## config.mk

```make
export PLATFORM = sky130hd
export DESIGN_NAME = ps2_mouse_rx
export DESIGN_NICKNAME = d
export VERILOG_FILES = /design/src/rtl/ps2_mouse_rx.sv
export SDC_FILE = /design/constraint.sdc
export NUM_CORES = 1
export LEC_CHECK = 0
export ABC_AREA = 1
export CAP_MARGIN = 20
export CORE_UTILIZATION = 30
export DETAILED_ROUTE_END_ITERATION = 7
export DONT_BUFFER_PORTS = 1
export PLACE_DENSITY = 0.53
export SYNTH_ARGS = -nofsm -noshare
export SYNTH_HDL_FRONTEND = slang
export SYNTH_SLANG_ARGS = --single-unit
```

## constraint.sdc

```tcl
create_clock -name clk_sys -period 2.41 [get_ports clk_sys]
set_clock_uncertainty 0.1 [all_clocks]
set_input_delay 0 -clock clk_sys [delete_from_list [all_inputs] [get_ports clk_sys]]
set_output_delay 0 -clock clk_sys [all_outputs]
set_load 0.01 [all_outputs]
```

## src/rtl/ps2_mouse_rx.sv

```systemverilog
// Receive-only PS/2 mouse deserialiser and 3-byte packet assembler.
// Optional PS2_MOUSE_SYNC_CHECK_EN: a byte 0 candidate with bit3 clear is dropped to realign packets.
`timescale 1ns/1ps
module ps2_mouse_rx #(
    parameter int FILTER_LEN  = 8,
    parameter int BIT_TIMEOUT = 50000,
    parameter int PKT_TIMEOUT = 200000
) (
    input  logic        clk_sys,
    input  logic        reset_n,
    input  logic        ps2_clk,
    input  logic        ps2_data,
    output logic [24:0] ps2_mouse,
    output logic        frame_err
);

    localparam int FW  = $clog2(FILTER_LEN + 1);
    localparam int BTW = $clog2(BIT_TIMEOUT + 1);
    localparam int PTW = $clog2(PKT_TIMEOUT + 1);

    typedef enum logic [1:0] {IDLE, DATA, PARITY, STOP} state_t;

    // Both pins reset high so release from reset never looks like a falling edge.
    logic [1:0] pin_raw;
    logic [1:0] pin_sync;
    assign pin_raw = {ps2_data, ps2_clk};

    generate
        for (genvar gi = 0; gi < 2; gi++) begin : g_sync
            logic meta_q;
            logic sync_q;
            always_ff @(posedge clk_sys or negedge reset_n) begin
                if (!reset_n) begin
                    meta_q <= 1'b1;
                    sync_q <= 1'b1;
                end else begin
                    meta_q <= pin_raw[gi];
                    sync_q <= meta_q;
                end
            end
            assign pin_sync[gi] = sync_q;
        end
    endgenerate

    logic clk_s;
    logic data_s;
    assign clk_s  = pin_sync[0];
    assign data_s = pin_sync[1];

    logic          filt_q, filt_d;
    logic [FW-1:0] fcnt_q, fcnt_d;
    logic          fall;

    always_comb begin
        filt_d = filt_q;
        fcnt_d = '0;
        fall   = 1'b0;
        if (clk_s != filt_q) begin
            if (fcnt_q == FW'(FILTER_LEN - 1)) begin
                filt_d = clk_s;
                fall   = filt_q;
            end else begin
                fcnt_d = fcnt_q + 1'b1;
            end
        end
    end

    state_t         state_q, state_d;
    logic [2:0]     bit_cnt_q, bit_cnt_d;
    logic [7:0]     shift_q, shift_d;
    logic           perr_q, perr_d;
    logic [1:0]     byte_idx_q, byte_idx_d;
    logic [7:0]     b0_q, b0_d;
    logic [7:0]     b1_q, b1_d;
    logic [24:0]    mouse_q, mouse_d;
    logic           err_q, err_d;
    logic [BTW-1:0] bto_q, bto_d;
    logic [PTW-1:0] pto_q, pto_d;
    logic           skip;

    always_comb begin
        skip = 1'b0;
`ifdef PS2_MOUSE_SYNC_CHECK_EN
        skip = (byte_idx_q == 2'd0) && !shift_q[3];
`endif
    end

    always_comb begin
        state_d    = state_q;
        bit_cnt_d  = bit_cnt_q;
        shift_d    = shift_q;
        perr_d     = perr_q;
        byte_idx_d = byte_idx_q;
        b0_d       = b0_q;
        b1_d       = b1_q;
        mouse_d    = mouse_q;
        err_d      = 1'b0;
        bto_d      = bto_q;
        pto_d      = pto_q;

        if (fall) begin
            bto_d = '0;
            pto_d = '0;
            case (state_q)
                IDLE: begin
                    if (!data_s) begin
                        state_d   = DATA;
                        bit_cnt_d = 3'd0;
                    end
                end
                DATA: begin
                    shift_d   = {data_s, shift_q[7:1]};
                    bit_cnt_d = bit_cnt_q + 3'd1;
                    if (bit_cnt_q == 3'd7) begin
                        state_d = PARITY;
                    end
                end
                PARITY: begin
                    perr_d  = ~((^shift_q) ^ data_s);
                    state_d = STOP;
                end
                STOP: begin
                    state_d = IDLE;
                    if (!data_s || perr_q) begin
                        err_d      = 1'b1;
                        byte_idx_d = 2'd0;
                    end else if (!skip) begin
                        case (byte_idx_q)
                            2'd0: begin
                                b0_d       = shift_q;
                                byte_idx_d = 2'd1;
                            end
                            2'd1: begin
                                b1_d       = shift_q;
                                byte_idx_d = 2'd2;
                            end
                            default: begin
                                mouse_d    = {~mouse_q[24], shift_q, b1_q, b0_q};
                                byte_idx_d = 2'd0;
                            end
                        endcase
                    end
                end
                default: state_d = IDLE;
            endcase
        end else begin
            // Stalled frame: abandon it and any partially built packet.
            if (state_q != IDLE) begin
                if (bto_q >= BTW'(BIT_TIMEOUT - 1)) begin
                    state_d    = IDLE;
                    byte_idx_d = 2'd0;
                    err_d      = 1'b1;
                    bto_d      = '0;
                end else begin
                    bto_d = bto_q + 1'b1;
                end
            end else begin
                bto_d = '0;
            end

            if (state_q == IDLE && byte_idx_q != 2'd0) begin
                if (pto_q >= PTW'(PKT_TIMEOUT - 1)) begin
                    byte_idx_d = 2'd0;
                    pto_d      = '0;
                end else begin
                    pto_d = pto_q + 1'b1;
                end
            end else begin
                pto_d = '0;
            end
        end
    end

    always_ff @(posedge clk_sys or negedge reset_n) begin
        if (!reset_n) begin
            filt_q     <= 1'b1;
            fcnt_q     <= '0;
            state_q    <= IDLE;
            bit_cnt_q  <= 3'd0;
            shift_q    <= 8'd0;
            perr_q     <= 1'b0;
            byte_idx_q <= 2'd0;
            b0_q       <= 8'd0;
            b1_q       <= 8'd0;
            mouse_q    <= 25'd0;
            err_q      <= 1'b0;
            bto_q      <= '0;
            pto_q      <= '0;
        end else begin
            filt_q     <= filt_d;
            fcnt_q     <= fcnt_d;
            state_q    <= state_d;
            bit_cnt_q  <= bit_cnt_d;
            shift_q    <= shift_d;
            perr_q     <= perr_d;
            byte_idx_q <= byte_idx_d;
            b0_q       <= b0_d;
            b1_q       <= b1_d;
            mouse_q    <= mouse_d;
            err_q      <= err_d;
            bto_q      <= bto_d;
            pto_q      <= pto_d;
        end
    end

    assign ps2_mouse = mouse_q;
    assign frame_err = err_q;

endmodule

```

### Yosys cells after proc, flatten, opt, wreduce, memory -nomap -nowiden

Index checks and enable logic that the tools add are counted.

| storage, ports and cells | value |
|---|---|
| flip-flop bits (word level) | 101 |
| output and inout bits | 26 |
| word-level logic and storage cells | 90 |
| input bits | 4 |

| operators by class | value |
|---|---|
| order comparisons | 2 |
| mux-type cells | 31 |
| reduce and logical (&&, ||, !) cells | 20 |
| bitwise gates (word level) | 5 |
| add/sub/neg operators | 4 |
| eq/ne operators | 11 |

Operators with widths:

| operator | number |
|---|---|
| 18-bit 2-to-1 mux | 3 |
| 16-bit 2-to-1 mux | 3 |
| 2-bit 2-to-1 mux | 12 |
| 18-bit by 1-bit adder with 18-bit output (second input constant) | 1 |
| 18-bit greater-or-equal comparator (second input constant) | 1 |
| 16-bit by 1-bit adder with 16-bit output (second input constant) | 1 |
| 16-bit greater-or-equal comparator (second input constant) | 1 |
| 4-bit AND reduction | 4 |
| 2-bit nonzero test | 5 |
| 4-bit 2-to-1 mux | 2 |
| 2-bit one-hot mux with 4 select lines | 1 |
| 8-bit parity | 1 |
| 1-bit 2-to-1 mux | 7 |
| 3-bit != test (second input constant) | 2 |
| 3-bit one-hot mux with 2 select lines | 1 |
| 2-bit AND reduction | 3 |
| 4-bit by 1-bit adder with 4-bit output (second input constant) | 1 |
| 2-bit by 1-bit == test with 1-bit output (second input constant) | 2 |
| 2-bit == test (second input constant) | 2 |
| 4-bit by 3-bit == test with 1-bit output (second input constant) | 1 |
| 2-bit zero test | 2 |
| 1-bit NOT | 4 |
| 2-bit one-hot mux with 2 select lines | 1 |
| 3-bit by 1-bit adder with 3-bit output (second input constant) | 1 |
| 11 further kinds | 11 |

### Logic depth before layout (Yosys ltp)

| logic depth | value |
|---|---|
| depth in word-level cells | 6 |
| mapped depth | 11 |
| gate-level depth less buffers | 11 |

### Worst setup path after synthesis

No wires, ideal clock.

| timing path | value |
|---|---|
| kind | flip-flop to flip-flop |
| start point | register fcnt_q[0] |
| end point | register bto_q[3] |
| setup time | 0.080 ns |
| path slack | 0.737 ns |
| period minus slack after synthesis | 1.673 ns |
| buffers on the path | 2 |
| required time | 2.230 ns |
| cell stages (with the launch flop) | 11 |
| arrival | 1.493 ns |
| cells stage by stage | dfrtp_1 -> ha_1 -> nand2_1 -> nor2_2 -> nand2_2 -> buf_6 -> inv_2 -> nor2_4 -> nand3_4 -> buf_6 -> nor3b_2 |

| between the ends | value |
|---|---|
| longest elaborated chain between the ends | 4 |

RTL lines:

| item | RTL line | source |
|---|---|---|
| from (decl) | 51 | `logic [FW-1:0] fcnt_q, fcnt_d;` |
| from (signal assigned) | 191 | `fcnt_q <= fcnt_d;` |
| 4-bit by 3-bit == test with 1-bit output | 59 | `if (fcnt_q == FW'(FILTER_LEN - 1)) begin` |
| 1-bit 2-to-1 mux | 59 |  |
| 1-bit 2-to-1 mux | 58 | `if (clk_s != filt_q) begin` |
| 16-bit 2-to-1 mux | 101 | `if (fall) begin` |
| named net bto_d[3] | 77 | `logic [BTW-1:0] bto_q, bto_d;` |
| to (signal assigned) | 201 | `bto_q <= bto_d;` |
| to (decl) | 77 |  |

The timed path passes the listed nets, and every way through them passes these cells.
A chain may end at the register's enable or synchronous reset.

### Final worst setup path

| timing path | value |
|---|---|
| start point | register pto_q[0] |
| end point | register pto_q[11] |

| between the ends | value |
|---|---|
| longest elaborated chain between the ends | 4 |
| elaborated cells between the ends (all ways) | 5 |
| classes of those cells | 1 x add/sub; 1 x order compare; 3 x mux |

RTL lines:

| item | RTL line | source |
|---|---|---|
| from (decl) | 78 | `logic [PTW-1:0] pto_q, pto_d;` |
| from (signal assigned) | 202 | `pto_q <= pto_d;` |
| 18-bit by 1-bit adder with 18-bit output / 18-bit greater-or-equal comparator (equally long branches) | 166, 162 |  |
| 18-bit 2-to-1 mux (*) | 162 | `if (pto_q >= PTW'(PKT_TIMEOUT - 1)) begin` |
| 18-bit 2-to-1 mux (*) | 161 | `if (state_q == IDLE && byte_idx_q != 2'd0) begin` |
| 18-bit 2-to-1 mux (*) | 101 |  |
| named net pto_d[11] | 78 |  |

Mark *: on every way through the listed nets, which the timed path passes. The rest lies on a longest branch.

==> out/results.ini <==
[worst_setup_path]
r2r-start = pto_q[0]$_DFF_PN0_
start_kind = flop
crit_chain = ha_1 -> inv_1 -> nor3_1 -> nand3_1 -> nand3_2 -> nor2_1
crit_buf_inv = 1
crit_family = simple AND/OR/NAND/NOR gates
end_kind = flop
cp.arrival_ps = 2140
slowest_delay_ps = 450
cp.required_ps = 2520
cp_slowest_cell = nor3_1
critPathMaxFanout = 16
critPathKind = reg2reg
crit_start = pto_q[0]$_DFF_PN0_

[floorplanning]
start_util_pct = 31.2
coreArea_um2 = 15400
rows = 45
dieArea_um2 = 16500
ios = 30
die_w_um = 128
die_h_um = 128

[synth]
yosys_warnings = 0
synth_top_area_share_pct = 50.1
synthArstFlopShare_pct = 100
yosysUniqueCellTypes = 38
ys_seq_area_share_pct = 52.9
synth_enable_flop_cells = 0
synth_area_leaders = dfrtp_1 50%, nand2_1 12%, inv_1 5.6%, nor2_1 5.1%, dfstp_2 2.7%
synthTopCellsByCount = 158 x nand2_1, 96 x dfrtp_1, 72 x inv_1
syn-num-nets = 578
netlist_instances = 565
synth_flop_cell = dfrtp_1
synth_most_common_cell = nand2_1
yosysTopAreaCell = dfrtp_1
synth_area_per_cell_um2 = 8.48
ys_ff_latch = 101
synth_area_um2 = 4790

[clocking]
cts_made_buffers = 9
cts_root_buf = clkbuf_16
cts_setup_buffers = 0
clkLatencyLatePin_ps = 350
h-tree-depth = 3
cts_resized = 0
cts_tree = yes
postCtsHoldBufs = 2
cts_buffer_depth = 2
clkSinkCount = 101
path_clk_slew_ps = 70

[placed_design]
postPlaceCellArea_um2 = 4980
hpwlAfterDp_mm = 6.14
gp_congestion = 0.798
numPortBuffers = 0

[pwr]
power.density_nw_per_um2 = 645
p_int_mw = 2.69
pwr-share-comb_pct = 1.9
ir_worst_vdd_mv = 0.366
power.leakage_nw = 2.40
pwr-share-clk_pct = 47.3
p_total_mw = 3.44
p_sw_share_pct = 21.7
power_switching_mw = 0.748
pwr-share-seq_pct = 50.9

[grt]
grt_antenna_before_repair = 0
grt_pass1_vias = 3276
grt_pass1_wl_mm = 15.4
grt_use_total_pct = 11.8
grt_overflow = 0
grt_max_degree = 102

[sta]
fin_crit_sh_pct = 84.2
hold-worst-slack_ps = -759
fin_setup_tns_ps = 0
worstMarginPinSlew_ps = 506
slew_violations = 0
slew_headroom_pct = 66.0
setup_violations = 0
fmax_mhz = 493
rsz0062_at_grt = false
finalHoldViolations = 101
min_period_ps = 2030

[detailed_routing]
firstDrtPassIters = 5
totalWireLength_mm = 8.95
drc = 0
vias_per_cell = 4.43
drtAntennaViolNets = 0
via_count = 3470
drt_iter0_drc = 179
wire_per_inst_um = 11.4

[flow_run]
drv_cap = 0

[cells_and_area]
layout-area-overhead-vs-synth_pct = 11.3
drive_gt1_share_pct = 8.38
final_nets = 581
num_antenna_cells = 0
fill_cells = 1614
fin_area_um2 = 5330

[run_status]
violations = hold timing
status = finished, violations left

[worst_hold_path]
hold_path.class = in2async

[metal layers]
metal / vias up / GRT usage (%) / part of all wire, %
met4: 0 / 4.08 / 1.4
li1: 1776 / - / -
met1: 1641 / 15.6 / 49
met3: 11 / 3.33 / 3.4
met2: 42 / 18.6 / 46
met5: - / 0 / 0
[final cells by class]
| class | instances | area, µm² | area share [%] |
|---|---|---|---|
| Timing Repair Buffer | 3 | 27.5 | 0.516 |
| Multi-Input combinational cell | 378 | 1890 | 35.5 |
| Tap cell | 211 | 264 | 4.95 |
| Clock buffer | 9 | 225 | 4.22 |
| Inverter | 75 | 282 | 5.28 |
| Clock inverter | 7 | 109 | 2.04 |
| Sequential cell | 101 | 2530 | 47.5 |
[registers in the layout (all words and copies together) (netlist names), 3 cells and up]
name / count
b0_q: 8
b1_q: 8
bit_cnt_q: 3
bto_q: 16
fcnt_q: 4
ps2_mouse: 25
pto_q: 18
shift_q: 8
[worst register-to-register path, delay by kind of cell (launching register included)]
kind          cells  cell delay [ps]
fa+ha+maj         1              200
buf+inv           1               70
flops             1              430
simple gates      4             1100
[path summary, 6_finish.rpt]
check	to	slack, ps	cells after the start
worst min-delay path	bto_q[0]$_DFF_PN0_	-760	0
max in group asynchronous	filt_q$_DFFE_PN1P_	2780	0
worst max-delay path	pto_q[11]$_DFF_PN0_	380	6
min in group clk_sys	g_sync[1].meta_q$_DFF_PN1_	90	1
worst max register to register	pto_q[11]$_DFF_PN0_	380	6
worst min register to register	clk_s$_DFF_PN1_	260	0
[stage by stage]
step | utilization [%] | worst slack (ps) | std cells
after global placement | 32.4 | 412 | 766
final | 34.7 | 382 | 784
after global routing | 34.7 | 147 | 784
after floorplan | - | 737 | 565
after detailed placement | 32.4 | 360 | 766
after CTS | 34.7 | 348 | 784
[logic make-up after synthesis]
logic type / share of synthesized area [%]
compound gates: 8.17
xor+xnor: 2.92
fa+ha+maj: 2.35
buf+inv: 7.65
flops: 52.9
simple gates: 26.0
[power by group through the flow]
stage	sequential (mW)	combinational (mW)	clock [mW]
5_1_grt	1.75	0.0727	1.74
4_1_cts	1.75	0.0657	1.68
3_3_place_gp	1.78	0.0603	0
6_report	1.75	0.0642	1.63
2_1_floorplan	1.78	0.0534	0
3_5_place_dp	1.78	0.0626	0
[cell usage in the layout (no fill, tap or decap), types with 5 or more instances in the layout]
cell type	synthesis	layout
o21ai_1	26	26
clkbuf_16	0	9
ha_1	9	9
nand3_1	24	24
dfrtp_1	96	96
nor2_1	65	65
nor3_1	8	8
xnor2_1	6	6
nand2_1	158	158
xor2_1	10	10
dfstp_2	5	5
o21ai_0	26	26
inv_1	72	72
a21oi_1	10	10
(Power assumes the default switching activity.)
